--- config.mk ---
export PLATFORM = sky130hd
export DESIGN_NAME = pr_alloc_ctrl_flat
export DESIGN_NICKNAME = d
export VERILOG_FILES = /design/src/rtl/pr_alloc_ctrl_pkg.sv /design/src/rtl/pr_alloc_ctrl_if.sv /design/src/rtl/pr_ckpt_queue.sv /design/src/rtl/pr_alloc_ctrl.sv /design/src/flat_wrapper.sv
export SDC_FILE = /design/constraint.sdc
export NUM_CORES = 1
export LEC_CHECK = 0
export ABC_AREA = 1
export BUFFER_PORTS_ARGS = -buffer_cell sky130_fd_sc_hd__buf_2
export CAP_MARGIN = 25
export CORE_MARGIN = 2
export CORE_UTILIZATION = 30
export CTS_CLUSTER_DIAMETER = 100
export DETAILED_ROUTE_END_ITERATION = 7
export PLACE_DENSITY = 0.56
export SYNTH_ARGS = -nofsm -noshare
export SYNTH_HDL_FRONTEND = slang
export SYNTH_SLANG_ARGS = --single-unit
export TNS_END_PERCENT = 100
--- constraint.sdc ---
create_clock -name clk -period 6.45 [get_ports clk]
set_input_delay 1.29 -clock clk [delete_from_list [all_inputs] [get_ports clk]]
set_output_delay 1.29 -clock clk [all_outputs]
set_load 0.02 [all_outputs]
--- src/rtl/pr_alloc_ctrl_pkg.sv ---
// pr_alloc_ctrl_pkg: shared rename constants, FSM state type and modulo-48 pointer arithmetic.
package pr_alloc_ctrl_pkg;
    localparam int NUM_FREE_PR = 48;
    localparam int ALLOC_WIDTH = 4;
    localparam int NUM_CKPT = 4;
    localparam int PTR_W = 7;
    localparam int TAG_W = 2;
    typedef enum logic {RUN, RECOVER} state_e;
    typedef logic [PTR_W-1:0] ptr_t;
    typedef logic [PTR_W:0] psum_t;
    function automatic ptr_t ptr_mod(input ptr_t a, input ptr_t b, input logic sub);
        psum_t s;
        s = sub ? psum_t'(a) + psum_t'(NUM_FREE_PR) - psum_t'(b) : psum_t'(a) + psum_t'(b);
        return s >= psum_t'(NUM_FREE_PR) ? ptr_t'(s - psum_t'(NUM_FREE_PR)) : ptr_t'(s);
    endfunction
endpackage

--- src/rtl/pr_alloc_ctrl_if.sv ---
// pr_alloc_ctrl_if: rename bundle, commit-return, branch-resolution and free-list signals.
interface pr_alloc_ctrl_if;
    import pr_alloc_ctrl_pkg::*;
    logic bnd_valid;
    logic [ALLOC_WIDTH-1:0] bnd_need;
    logic bnd_br;
    logic bnd_ready;
    logic [2:0] free_num;
    logic br_res_valid;
    logic [TAG_W-1:0] br_res_tag;
    logic br_res_mis;
    logic [TAG_W-1:0] ckpt_tag;
    logic [ALLOC_WIDTH-1:0] fl_need;
    logic fl_stall;
    logic fl_flush;
    ptr_t fl_flush_pos;
    ptr_t alloc_ptr;
    logic [5:0] free_cnt;
    modport master(
        output bnd_valid, bnd_need, bnd_br, free_num, br_res_valid, br_res_tag, br_res_mis,
        input bnd_ready, ckpt_tag, fl_need, fl_stall, fl_flush, fl_flush_pos, alloc_ptr, free_cnt
    );
    modport slave(
        input bnd_valid, bnd_need, bnd_br, free_num, br_res_valid, br_res_tag, br_res_mis,
        output bnd_ready, ckpt_tag, fl_need, fl_stall, fl_flush, fl_flush_pos, alloc_ptr, free_cnt
    );
endinterface

--- src/rtl/pr_ckpt_queue.sv ---
// pr_ckpt_queue: 4-entry circular branch checkpoint queue with in-order retire and mispredict truncation.
module pr_ckpt_queue import pr_alloc_ctrl_pkg::*; (
    input  logic             clk,
    input  logic             rst_n,
    input  logic             res_en_i,
    input  logic             res_mis_i,
    input  logic [TAG_W-1:0] res_tag_i,
    input  logic             push_i,
    input  ptr_t             push_ptr_i,
    output logic             full_o,
    output logic             mis_o,
    output ptr_t             tag_ptr_o,
    output logic [TAG_W-1:0] tail_o
);
    typedef logic [TAG_W:0] cnt_t;
    ptr_t ptr_q [NUM_CKPT];
    ptr_t ptr_d [NUM_CKPT];
    logic [NUM_CKPT-1:0] pend_q, pend_d;
    logic [TAG_W-1:0] head_q, head_d, tail_q, tail_d, tag_dist;
    cnt_t cnt_q, cnt_d;
    logic tag_valid, retire;
    // a tag is live when its distance from head is inside the occupied span
    assign tag_dist = res_tag_i - head_q;
    assign tag_valid = cnt_t'(tag_dist) < cnt_q;
    assign retire = cnt_q != '0 && !pend_q[head_q];
    assign mis_o = res_en_i && res_mis_i && tag_valid;
    assign full_o = cnt_q == cnt_t'(NUM_CKPT);
    assign tag_ptr_o = ptr_q[res_tag_i];
    assign tail_o = tail_q;
    always_comb begin
        ptr_d = ptr_q;
        pend_d = pend_q;
        head_d = head_q + TAG_W'(retire);
        tail_d = tail_q;
        cnt_d = cnt_q - cnt_t'(retire);
        if (res_en_i && tag_valid) pend_d[res_tag_i] = 1'b0;
        if (mis_o) begin
            tail_d = res_tag_i + TAG_W'(1);
            cnt_d = cnt_t'(tag_dist) + cnt_t'(1) - cnt_t'(retire);
        end else if (push_i) begin
            ptr_d[tail_q] = push_ptr_i;
            pend_d[tail_q] = 1'b1;
            tail_d = tail_q + TAG_W'(1);
            cnt_d = cnt_q + cnt_t'(1) - cnt_t'(retire);
        end
    end
    always_ff @(posedge clk or negedge rst_n) begin
        if (!rst_n) begin
            ptr_q <= '{default: '0};
            pend_q <= '0;
            head_q <= '0;
            tail_q <= '0;
            cnt_q <= '0;
        end else begin
            ptr_q <= ptr_d;
            pend_q <= pend_d;
            head_q <= head_d;
            tail_q <= tail_d;
            cnt_q <= cnt_d;
        end
    end
endmodule

--- src/rtl/pr_alloc_ctrl.sv ---
// pr_alloc_ctrl: all-or-nothing physical register grant, free count tracking and mispredict recovery.
module pr_alloc_ctrl import pr_alloc_ctrl_pkg::*; (
    input logic           clk,
    input logic           rst_n,
    pr_alloc_ctrl_if.slave bus
);
    state_e state_q, state_d;
    ptr_t alloc_ptr_q, alloc_ptr_d, rptr_q, rptr_d, alloc_next, tag_ptr;
    logic [5:0] free_cnt_q, free_cnt_d;
    logic [7:0] free_sum;
    logic [2:0] need_cnt;
    logic [TAG_W-1:0] tail;
    logic run, grant, mis, full;
    assign run = state_q == RUN;
    assign need_cnt = 3'($countones(bus.bnd_need));
    assign alloc_next = ptr_mod(alloc_ptr_q, ptr_t'(need_cnt), 1'b0);
    assign grant = rst_n && run && bus.bnd_valid && {3'b0, need_cnt} <= free_cnt_q
                   && !(bus.bnd_br && full) && !mis;
    pr_ckpt_queue u_ckpt (
        .clk       (clk),
        .rst_n     (rst_n),
        .res_en_i  (run && bus.br_res_valid),
        .res_mis_i (bus.br_res_mis),
        .res_tag_i (bus.br_res_tag),
        .push_i    (grant && bus.bnd_br),
        .push_ptr_i(alloc_next),
        .full_o    (full),
        .mis_o     (mis),
        .tag_ptr_o (tag_ptr),
        .tail_o    (tail)
    );
    always_comb begin
        // returns, grant and mispredict reclaim all land in one update; overflow saturates
        free_sum = 8'(free_cnt_q) + 8'(bus.free_num) - (grant ? 8'(need_cnt) : 8'd0)
                   + (mis ? 8'(ptr_mod(alloc_ptr_q, tag_ptr, 1'b1)) : 8'd0);
        free_cnt_d = free_sum > 8'(NUM_FREE_PR) ? 6'(NUM_FREE_PR) : free_sum[5:0];
        alloc_ptr_d = !run ? rptr_q : grant ? alloc_next : alloc_ptr_q;
        rptr_d = mis ? tag_ptr : rptr_q;
        state_d = mis ? RECOVER : RUN;
    end
    always_ff @(posedge clk or negedge rst_n) begin
        if (!rst_n) begin
            state_q <= RUN;
            alloc_ptr_q <= '0;
            rptr_q <= '0;
            free_cnt_q <= 6'(NUM_FREE_PR);
        end else begin
            state_q <= state_d;
            alloc_ptr_q <= alloc_ptr_d;
            rptr_q <= rptr_d;
            free_cnt_q <= free_cnt_d;
        end
    end
    assign bus.bnd_ready = grant;
    assign bus.ckpt_tag = tail;
    assign bus.fl_need = grant ? bus.bnd_need : '0;
    assign bus.fl_flush = !run;
    assign bus.fl_stall = !grant && run;
    assign bus.fl_flush_pos = rptr_q;
    assign bus.alloc_ptr = alloc_ptr_q;
    assign bus.free_cnt = free_cnt_q;
endmodule

--- src/flat_wrapper.sv ---
// flat-port wrapper written by rule: the top's interface ports become plain ports
module pr_alloc_ctrl_flat import pr_alloc_ctrl_pkg::*;
  (clk, rst_n, bus_bnd_valid, bus_bnd_need, bus_bnd_br, bus_free_num, bus_br_res_valid, bus_br_res_tag, bus_br_res_mis, bus_bnd_ready, bus_ckpt_tag, bus_fl_need, bus_fl_stall, bus_fl_flush, bus_fl_flush_pos, bus_alloc_ptr, bus_free_cnt);
  pr_alloc_ctrl_if bus_i ();
  input logic clk;
  input logic rst_n;
  input wire logic [$bits(bus_i.bnd_valid)-1:0] bus_bnd_valid;
  input wire logic [$bits(bus_i.bnd_need)-1:0] bus_bnd_need;
  input wire logic [$bits(bus_i.bnd_br)-1:0] bus_bnd_br;
  input wire logic [$bits(bus_i.free_num)-1:0] bus_free_num;
  input wire logic [$bits(bus_i.br_res_valid)-1:0] bus_br_res_valid;
  input wire logic [$bits(bus_i.br_res_tag)-1:0] bus_br_res_tag;
  input wire logic [$bits(bus_i.br_res_mis)-1:0] bus_br_res_mis;
  output wire logic [$bits(bus_i.bnd_ready)-1:0] bus_bnd_ready;
  output wire logic [$bits(bus_i.ckpt_tag)-1:0] bus_ckpt_tag;
  output wire logic [$bits(bus_i.fl_need)-1:0] bus_fl_need;
  output wire logic [$bits(bus_i.fl_stall)-1:0] bus_fl_stall;
  output wire logic [$bits(bus_i.fl_flush)-1:0] bus_fl_flush;
  output wire logic [$bits(bus_i.fl_flush_pos)-1:0] bus_fl_flush_pos;
  output wire logic [$bits(bus_i.alloc_ptr)-1:0] bus_alloc_ptr;
  output wire logic [$bits(bus_i.free_cnt)-1:0] bus_free_cnt;
  assign bus_i.bnd_valid = bus_bnd_valid;
  assign bus_i.bnd_need = bus_bnd_need;
  assign bus_i.bnd_br = bus_bnd_br;
  assign bus_i.free_num = bus_free_num;
  assign bus_i.br_res_valid = bus_br_res_valid;
  assign bus_i.br_res_tag = bus_br_res_tag;
  assign bus_i.br_res_mis = bus_br_res_mis;
  assign bus_bnd_ready = bus_i.bnd_ready;
  assign bus_ckpt_tag = bus_i.ckpt_tag;
  assign bus_fl_need = bus_i.fl_need;
  assign bus_fl_stall = bus_i.fl_stall;
  assign bus_fl_flush = bus_i.fl_flush;
  assign bus_fl_flush_pos = bus_i.fl_flush_pos;
  assign bus_alloc_ptr = bus_i.alloc_ptr;
  assign bus_free_cnt = bus_i.free_cnt;
  pr_alloc_ctrl u_core (.clk(clk), .rst_n(rst_n), .bus(bus_i));
endmodule
==> results.tsv, run 1 <==
metric	value	unit
clock.fmax	177	MHz
syn-num-nets	678	
rsz0062_at_grt	false	
run_status	complete, no violations	
path_class	input port to register	
vias_per_cell	4.57	
synth_area	4500	µm²
ys_types	31	
htree_levels	3	
cpMaxStageDelayCell	fa_1	
hold_viol	0	
drt_pass1_iterations	4	
crit_path_max_incr_delay	0.39	ns
setup_tns	0	ns
mostFrequentLayoutCell	nand2_1	
finalSetupViolCount	0	
rr_endpoint	u_core.bus.free_cnt[2]	
worst_slew_pin_slew	0.789	ns
ant_nets	0	
hold_depth	2	
ff2ff_setup_slack	1.88	ns
portBuffers	43	
drcViolationCount	0	
cts_tree	built	
cp-end-kind	register	
gp_congestion	0.845	
grt_pass1_vias	3839	
avgSynthCellArea	7.40	µm²
r2r_start	u_core.u_ckpt.ptr_q[0]	
critPathMostFrequentCell	inv_1	
antenna_cells	0	
synth_top_cell_area_share	32.3	%
clock-sinks	60	
drt_iter0_drc	153	
gr-total-overflow	0	
skew	0.00873	ns
post-route-period-util	87.8	%
maxCapViolCount	0	
ys_seq_area_share	33.4	%
root_buffer	clkbuf_16	
syn_to_final_growth	15.9	%
drive_above_1_share	11.2	%
synth_top_area_cell	dfrtp_1	
instances_no_fill	845	
postCtsHoldBufs	0	
post-place-cells	829	
path_max_fanout	6	
place_hpwl	8.84	mm
ios	44	
dieHeight	126	µm
yosys_warnings	0	
hold_path_class	register to register	
grtUsageTotal	14.8	%
cts_resized	0	
core_area	14600	µm²
fp.dieW	126	µm
rows	44	
clk_pin_slew	0.05	ns
nNetsFinal	726	
fin_crit	5.66	ns
arrival	5.92	ns
cts_made_buffers	9	
grt_max_degree	61	
r2r_cells	28	
critPathTopFamily	adder cells	
synth_area_leaders	dfrtp_1 32%, nand2_1 14%, ha_1 13%	
post_drt_wl_per_cell	13.3	µm
post-cts-setup-buffers	0	
die_area	16000	µm²
grt_pass1_wl	18.9	mm
clock_latency	0.34	ns
cp_num_buf_inv	8	
holdPathEnd	u_core.u_ckpt.ptr_q[1]	
final_cell_mix	169 x nand2_1, 125 x inv_1, 58 x dfrtp_1, 48 x ha_1, 43 x buf_2	
start_util	30.8	%
synth_seq_cells	60	
grt_antenna_before_repair	0	
hold_start	u_core.u_ckpt.ptr_q[1]	
finalWirelength	11.3	mm
vias	3861	
synthCells	608	
worstPathRequired	6.71	ns
drv_slew	0	
relSlewSlack	47.4	%
cts_buffer_depth	2	
startpoint_type	input port	
[routing by layer]
layer	wire length (µm)	share of wire [%]	up-vias	global-route usage (%)
met5	0	0	-	0
met4	146	1.3	0	4.14
met3	311	2.8	10	2.87
met2	5430	48	46	24.8
met1	5370	48	1784	19.4
li1	-	-	2021	-
[stage by stage]
| step | util, % | instance area [µm²] | hold slack, ns | setup WS, ns |
|---|---|---|---|---|
| floorplan | - | 4500 | 0.442 | 1.21 |
| global placement | 33.7 | 4910 | 0.485 | 0.543 |
| detailed placement | 33.7 | 4910 | 0.487 | 0.430 |
| CTS | 35.7 | 5210 | 0.501 | 0.748 |
| global route | 35.7 | 5210 | 0.523 | 0.191 |
| finish | 35.7 | 5210 | 0.499 | 0.790 |
[cell usage after synthesis, drive strengths merged]
library cell  instances
a21oi                14
dfstp                 2
nor2                 31
o221ai                3
or2                   1
dfrtp                58
o22ai                 6
xnor2                 2
o21bai                2
o21ai                52
xor2                 13
nor3                  1
and3                  1
fa                    7
buf                   9
nand3b                5
ha                   48
nand2               169
nand4                10
o211ai                2
nand3                40
inv                 127
a22oi                 5
[logic make-up (layout without fill, tap and decap cells)]
family | Yosys count | after routing | synth area share (%)
XOR/XNOR | 15 | 15 | 2.92
AO/OA/AOI/OAI | 84 | 84 | 10.3
AND/OR/NAND/NOR | 258 | 258 | 25.0
buffers and inverters | 136 | 189 | 11.9
adder cells (fa/ha/maj) | 55 | 55 | 16.5
flip-flops | 60 | 60 | 33.4
[tightest hold or removal path: stages (launching register included)]
cell and delay [ns]:
dfrtp_1 0.36, nand2_1 0.06, nand2_1 0.05
[cell type report]
cell class,count,area [µm²]
fill,1553,9380
multi-input combinational,412,2460
sequential,60,1500
clock inverter,7,76.3
timing repair buffer,46,238
tap,184,230
inverter,127,479
clock buffer,9,225
[registers in the layout, summed over array words and instances (netlist names)]
name and cells:
u_core.u_ckpt.pend_q 4, u_core.bus.free_cnt 6, u_core.bus.fl_flush_pos 7, u_core.u_ckpt.cnt_q 3
u_core.u_ckpt.tail_o 2, u_core.u_ckpt.head_q 2, u_core.u_ckpt.ptr_q 28, u_core.bus.fl_flush 1
u_core.bus.alloc_ptr 7
[worst max path at each step]
stage / start / end / slack, ns / cells past startpoint
floorplan: bus_br_res_tag[1] / u_core.bus.free_cnt[0] / 1.21 / 31
global placement: bus_br_res_tag[1] / u_core.bus.free_cnt[1] / 0.54 / 31
detailed placement: bus_br_res_tag[1] / u_core.bus.free_cnt[2] / 0.43 / 31
CTS: bus_br_res_tag[1] / u_core.bus.free_cnt[2] / 0.75 / 31
global route: bus_br_res_tag[1] / u_core.bus.free_cnt[2] / 0.19 / 30
finish: bus_br_res_tag[1] / u_core.bus.free_cnt[2] / 0.79 / 31
Power of run 1 is not shown: default switching activity piles up to over one toggle a cycle in this logic, so the estimate is an artifact.
==> run 2: changes to the inputs <==
--- a/config.mk
+++ b/config.mk
@@ -15,5 +15,6 @@
 export PLACE_DENSITY = 0.56
 export SYNTH_ARGS = -nofsm -noshare
 export SYNTH_HDL_FRONTEND = slang
+export SYNTH_HIERARCHICAL = 1
 export SYNTH_SLANG_ARGS = --single-unit
 export TNS_END_PERCENT = 100
==> results.tsv, run 2 <==
metric	value	unit
hold_path_class	register to register	
synth-main-ff-cell	dfrtp_1	
worst_slew_pin_slew	0.807	ns
placed_area	4860	µm²
ff2ff_setup_slack	1.50	ns
cts_made_buffers	9	
run_status	complete, no violations	
p_comb_share	62.1	%
cts_buffer_depth	2	
hold_depth	2	
mostFrequentLayoutCell	nand2_1	
skew	0.00634	ns
clock.fmax	170	MHz
hold_start	u_core/u_ckpt/ptr_q[7]	
rr_endpoint	u_core/bus.free_cnt[4]	
syn_to_final_growth	16.0	%
async_flop_share	100	%
grt_max_degree	61	
startpoint_type	input port	
synthCells	558	
fp.dieW	126	µm
cp-end-kind	register	
maxCapViolCount	0	
grtUsageTotal	15.3	%
post_drt_wl_per_cell	14.5	µm
rows	44	
arrival	6.15	ns
core_area	14500	µm²
setup_tns	0	ns
largest_register_ffs	28	
critPathMostFrequentCell	ha_1	
finalWirelength	11.5	mm
fin_area	5160	µm²
vias_per_cell	4.84	
postLayoutCoreUtil	35.5	%
syn-num-nets	627	
rsz0062_at_grt	false	
die_area	15800	µm²
hold_viol	0	
synthTopCellsByCount	140 x nand2_1, 96 x inv_1, 58 x dfrtp_1, 48 x nand3_1, 45 x ha_1	
synth_top_area_cell	dfrtp_1	
switching_share	49.2	%
postCtsHoldBufs	0	
r2r_cells	26	
drive_above_1_share	16.9	%
vias	3845	
power.switching	1.52	mW
gr-total-overflow	0	
post-place-cells	779	
whs	0.481	ns
ir_drop	0.185	mV
drcViolationCount	0	
relSlewSlack	46.2	%
portBuffers	43	
drt_pass1_iterations	5	
ys_seq_area_share	33.8	%
place_hpwl	8.82	mm
instances_no_fill	794	
root_buffer	clkbuf_16	
post-route-period-util	91.2	%
antenna_cells	0	
largest_register	u_core/u_ckpt/ptr_q	
htree_levels	3	
synth_area_leaders	dfrtp_1 33%, ha_1 13%, nand2_1 12%	
yosys_warnings	6	
avgSynthCellArea	7.98	µm²
ant_nets	0	
yosysMostFrequentCell	nand2_1	
ios	44	
post-cts-setup-buffers	0	
cts_resized	0	
dp_slack	0.0544	ns
gp_congestion	0.837	
path_max_fanout	11	
drt_iter0_drc	277	
total_power	3.08	mW
holdPathEnd	u_core/u_ckpt/ptr_q[7]	
path_class	input port to register	
synth_seq_cells	60	
nNetsFinal	675	
cpMaxStageDelayCell	fa_1	
seqPwrFrac	22.0	%
p_int	1.57	mW
final_cell_mix	140 x nand2_1, 96 x inv_1, 58 x dfrtp_1, 48 x nand3_1, 45 x ha_1	
clk_pin_slew	0.05	ns
fin_ws	0.569	ns
synth_area	4450	µm²
worstPathRequired	6.72	ns
synth_top_cell_area_share	32.6	%
ys_types	36	
clock_latency	0.33	ns
cts_tree	built	
start_util	30.6	%
p_leak	2.77	nW
dieHeight	126	µm
synth_enable_flop_cells	0	
fin_crit	5.88	ns
grt_pass1_wl	19.4	mm
grt_antenna_before_repair	0	
drv_slew	0	
grt_pass1_vias	3732	
r2r_start	u_core/u_ckpt/head_q[0]	
p_clk_share	15.9	%
clock-sinks	60	
fillers	1531	
power_density	597	nW/µm²
crit_path_max_incr_delay	0.44	ns
finalSetupViolCount	0	
-- run 2: area by class of cell --
cell class	count	area, µm²	area share (%)
clock buffers	11	253	4.89
clock inverters	4	48.8	0.945
inverters	102	395	7.66
multi-input cells	383	2470	47.7
flip-flops and latches	60	1500	29.1
well taps	184	230	4.46
repair buffers	50	268	5.18
-- run 2: cells by family after synthesis --
family,synth area share [%]
AND/OR/NAND/NOR,26.7
buffers and inverters,11.0
AO/OA/AOI/OAI,9.08
flip-flops,33.8
adder cells (fa/ha/maj),16.7
XOR/XNOR,2.75
-- run 2: routing by layer --
metal / wire length [µm] / vias up / track usage [%]
met5: 0 / - / 0
li1: - / 1912 / -
met1: 5020 / 1832 / 19.7
met2: 5610 / 84 / 25.6
met4: 341 / 0 / 6.92
met3: 538 / 17 / 2.08
-- run 2: power groups by stage --
| stage | Combinational, mW | Clock [mW] | Sequential [mW] |
|---|---|---|---|
| final | 1.91 | 0.490 | 0.678 |
| after global routing | 2.21 | 0.515 | 0.703 |
| after CTS | 1.93 | 0.500 | 0.680 |
| after detailed placement | 1.92 | 0 | 0.685 |
| after global placement | 1.86 | 0 | 0.679 |
| after floorplan | 1.44 | 0 | 0.698 |
-- run 2: critical path: cells and delay by family --
family | cells | cell delay, ns
buffers and inverters | 7 | 0.60
adders and majority gates | 7 | 2.06
AOI/OAI and AO/OA | 2 | 0.37
xor gates and xnor gates | 2 | 0.35
and+or+nand+nor | 12 | 1.49
-- run 2: how the worst max path moves through the flow --
stage                 startpoint                endpoint  slack, ns
6_report       bus_br_res_tag[0]  u_core/bus.free_cnt[4]       0.57
5_1_grt        bus_br_res_tag[0]  u_core/bus.free_cnt[5]       0.13
4_1_cts        bus_br_res_tag[0]  u_core/bus.free_cnt[4]       0.38
3_5_place_dp   bus_br_res_tag[0]  u_core/bus.free_cnt[4]       0.05
3_3_place_gp   bus_br_res_tag[0]  u_core/bus.free_cnt[5]       0.21
2_1_floorplan  bus_br_res_tag[0]  u_core/bus.free_cnt[4]       0.42
(Power assumes the default switching activity.)
==> run 3: changes to the inputs <==
--- a/config.mk
+++ b/config.mk
@@ -12,7 +12,7 @@
 export CORE_UTILIZATION = 30
 export CTS_CLUSTER_DIAMETER = 100
 export DETAILED_ROUTE_END_ITERATION = 7
-export PLACE_DENSITY = 0.56
+export PLACE_DENSITY_LB_ADDON = 0.1
 export SYNTH_ARGS = -nofsm -noshare
 export SYNTH_HDL_FRONTEND = slang
 export SYNTH_HIERARCHICAL = 1
==> constraint.sdc (replaced) <==
create_clock -name clk -period 7.2 [get_ports clk]
set_input_delay 1.44 -clock clk [delete_from_list [all_inputs] [get_ports clk]]
set_output_delay 1.44 -clock clk [all_outputs]
set_load 0.02 [all_outputs]
==> results.tsv, run 3 (synthesis results as in run 2) <==
metric	value	unit
start_util	30.6	%
grt_pass1_wl	19.3	mm
post-route-period-util	88.4	%
instances_no_fill	793	
final_cell_mix	140 x nand2_1, 96 x inv_1, 58 x dfrtp_1, 48 x nand3_1, 45 x ha_1	
worstPathRequired	7.48	ns
fin_area	5150	µm²
vias_per_cell	4.67	
finalSetupViolCount	0	
fillers	1538	
maxCapViolCount	0	
clock-sinks	60	
cts_resized	0	
root_buffer	clkbuf_16	
ios	44	
hold_viol	0	
fin_ws	0.834	ns
dieHeight	126	µm
cts_buffer_depth	2	
rows	44	
arrival	6.64	ns
drt_pass1_iterations	4	
relSlewSlack	47.3	%
grt_antenna_before_repair	0	
path_max_fanout	12	
path_class	input port to register	
whs	0.484	ns
htree_levels	3	
post_drt_wl_per_cell	14.8	µm
clock_latency	0.33	ns
setup_tns	0	ns
clock.fmax	157	MHz
skew	0.00555	ns
cts_tree	built	
grtUsageTotal	15.5	%
portBuffers	43	
drv_slew	0	
placed_area	4840	µm²
crit_path_max_incr_delay	0.48	ns
p_leak	2.76	nW
cpMaxStageDelayCell	nor2_1	
largest_register	u_core/u_ckpt/ptr_q	
gp_congestion	0.856	
startpoint_type	input port	
dp_slack	0.456	ns
critPathTopFamily	adder cells	
run_status	complete, no violations	
grt_max_degree	61	
cp-end-kind	register	
die_area	15800	µm²
fin_crit	6.37	ns
syn_to_final_growth	15.6	%
drt_iter0_drc	203	
post-cts-setup-buffers	0	
postCtsHoldBufs	0	
rsz0062_at_grt	false	
cp_num_buf_inv	8	
gr-total-overflow	0	
finalWirelength	11.7	mm
fp.dieW	126	µm
total_power	2.75	mW
grt_pass1_vias	3702	
core_area	14500	µm²
drive_above_1_share	16.3	%
vias	3700	
hold_path_class	register to register	
worst_slew_pin_slew	0.790	ns
postLayoutCoreUtil	35.4	%
mostFrequentLayoutCell	nand2_1	
ant_nets	0	
cts_made_buffers	9	
drcViolationCount	0	
nNetsFinal	673	
post-place-cells	777	
antenna_cells	0	
clk_pin_slew	0.05	ns
place_hpwl	9.13	mm
power_density	534	nW/µm²
ir_drop	0.391	mV
largest_register_ffs	28	
-- run 3: cell count changes in the layout (fill, tap and decap cells not counted) --
cell	previous run	this run
buf_4	7	5
nor2_1	11	13
nor2_2	2	0
clkbuf_1	0	1
clkinv_4	1	0
clkinvlp_4	0	1
-- run 3: report_power, final --
| part | leakage (nW) | internal (mW) | switching [mW] |
|---|---|---|---|
| Sequential | 0.787 | 0.482 | 0.126 |
| Clock | 0.149 | 0.285 | 0.153 |
| Combinational | 1.82 | 0.641 | 1.06 |
-- run 3: area by class of cell --
type                    count  area (µm²)  area share (%)
multi-input cells         383        2460            47.8
flip-flops and latches     60        1500            29.2
inverters                 102         395            7.68
clock buffers              12         256            4.98
repair buffers             48         253            4.91
well taps                 184         230            4.47
clock inverters             4        47.5           0.924
-- run 3: worst reg2reg max path: cells and delay by family, from the launching register on --
family | cells | cell delay (ns)
adders and majority gates | 6 | 2.23
and+or+nand+nor | 10 | 1.09
xor gates and xnor gates | 3 | 0.47
buffers and inverters | 6 | 0.46
DFF | 1 | 0.43
AOI/OAI and AO/OA | 1 | 0.17
-- run 3: per-layer routing --
| layer | global-route usage (%) | part of all wire, % | vias up |
|---|---|---|---|
| met5 | 0 | 0 | - |
| met3 | 1.95 | 3.4 | 13 |
| li1 | - | - | 1906 |
| met4 | 5.43 | 1.6 | 0 |
| met1 | 20.6 | 48 | 1722 |
| met2 | 26.0 | 47 | 59 |
-- run 3: worst paths after layout --
check / to / slack (ns) / cells after the start / startpoint
hold / removal: u_core/u_ckpt/ptr_q[25] / 0.48 / 2 / u_core/u_ckpt/ptr_q[25]
setup reg to reg: u_core/bus.free_cnt[4] / 2.28 / 26 / u_core/u_ckpt/head_q[0]
min in group asynchronous: u_core/bus.alloc_ptr[4] / 1.29 / 2 / rst_n
hold reg to reg: u_core/u_ckpt/ptr_q[25] / 0.48 / 2 / u_core/u_ckpt/ptr_q[25]
setup / recovery: u_core/bus.free_cnt[4] / 0.83 / 31 / bus_br_res_tag[0]
max in group asynchronous: u_core/u_ckpt/ptr_q[6] / 5.38 / 2 / rst_n
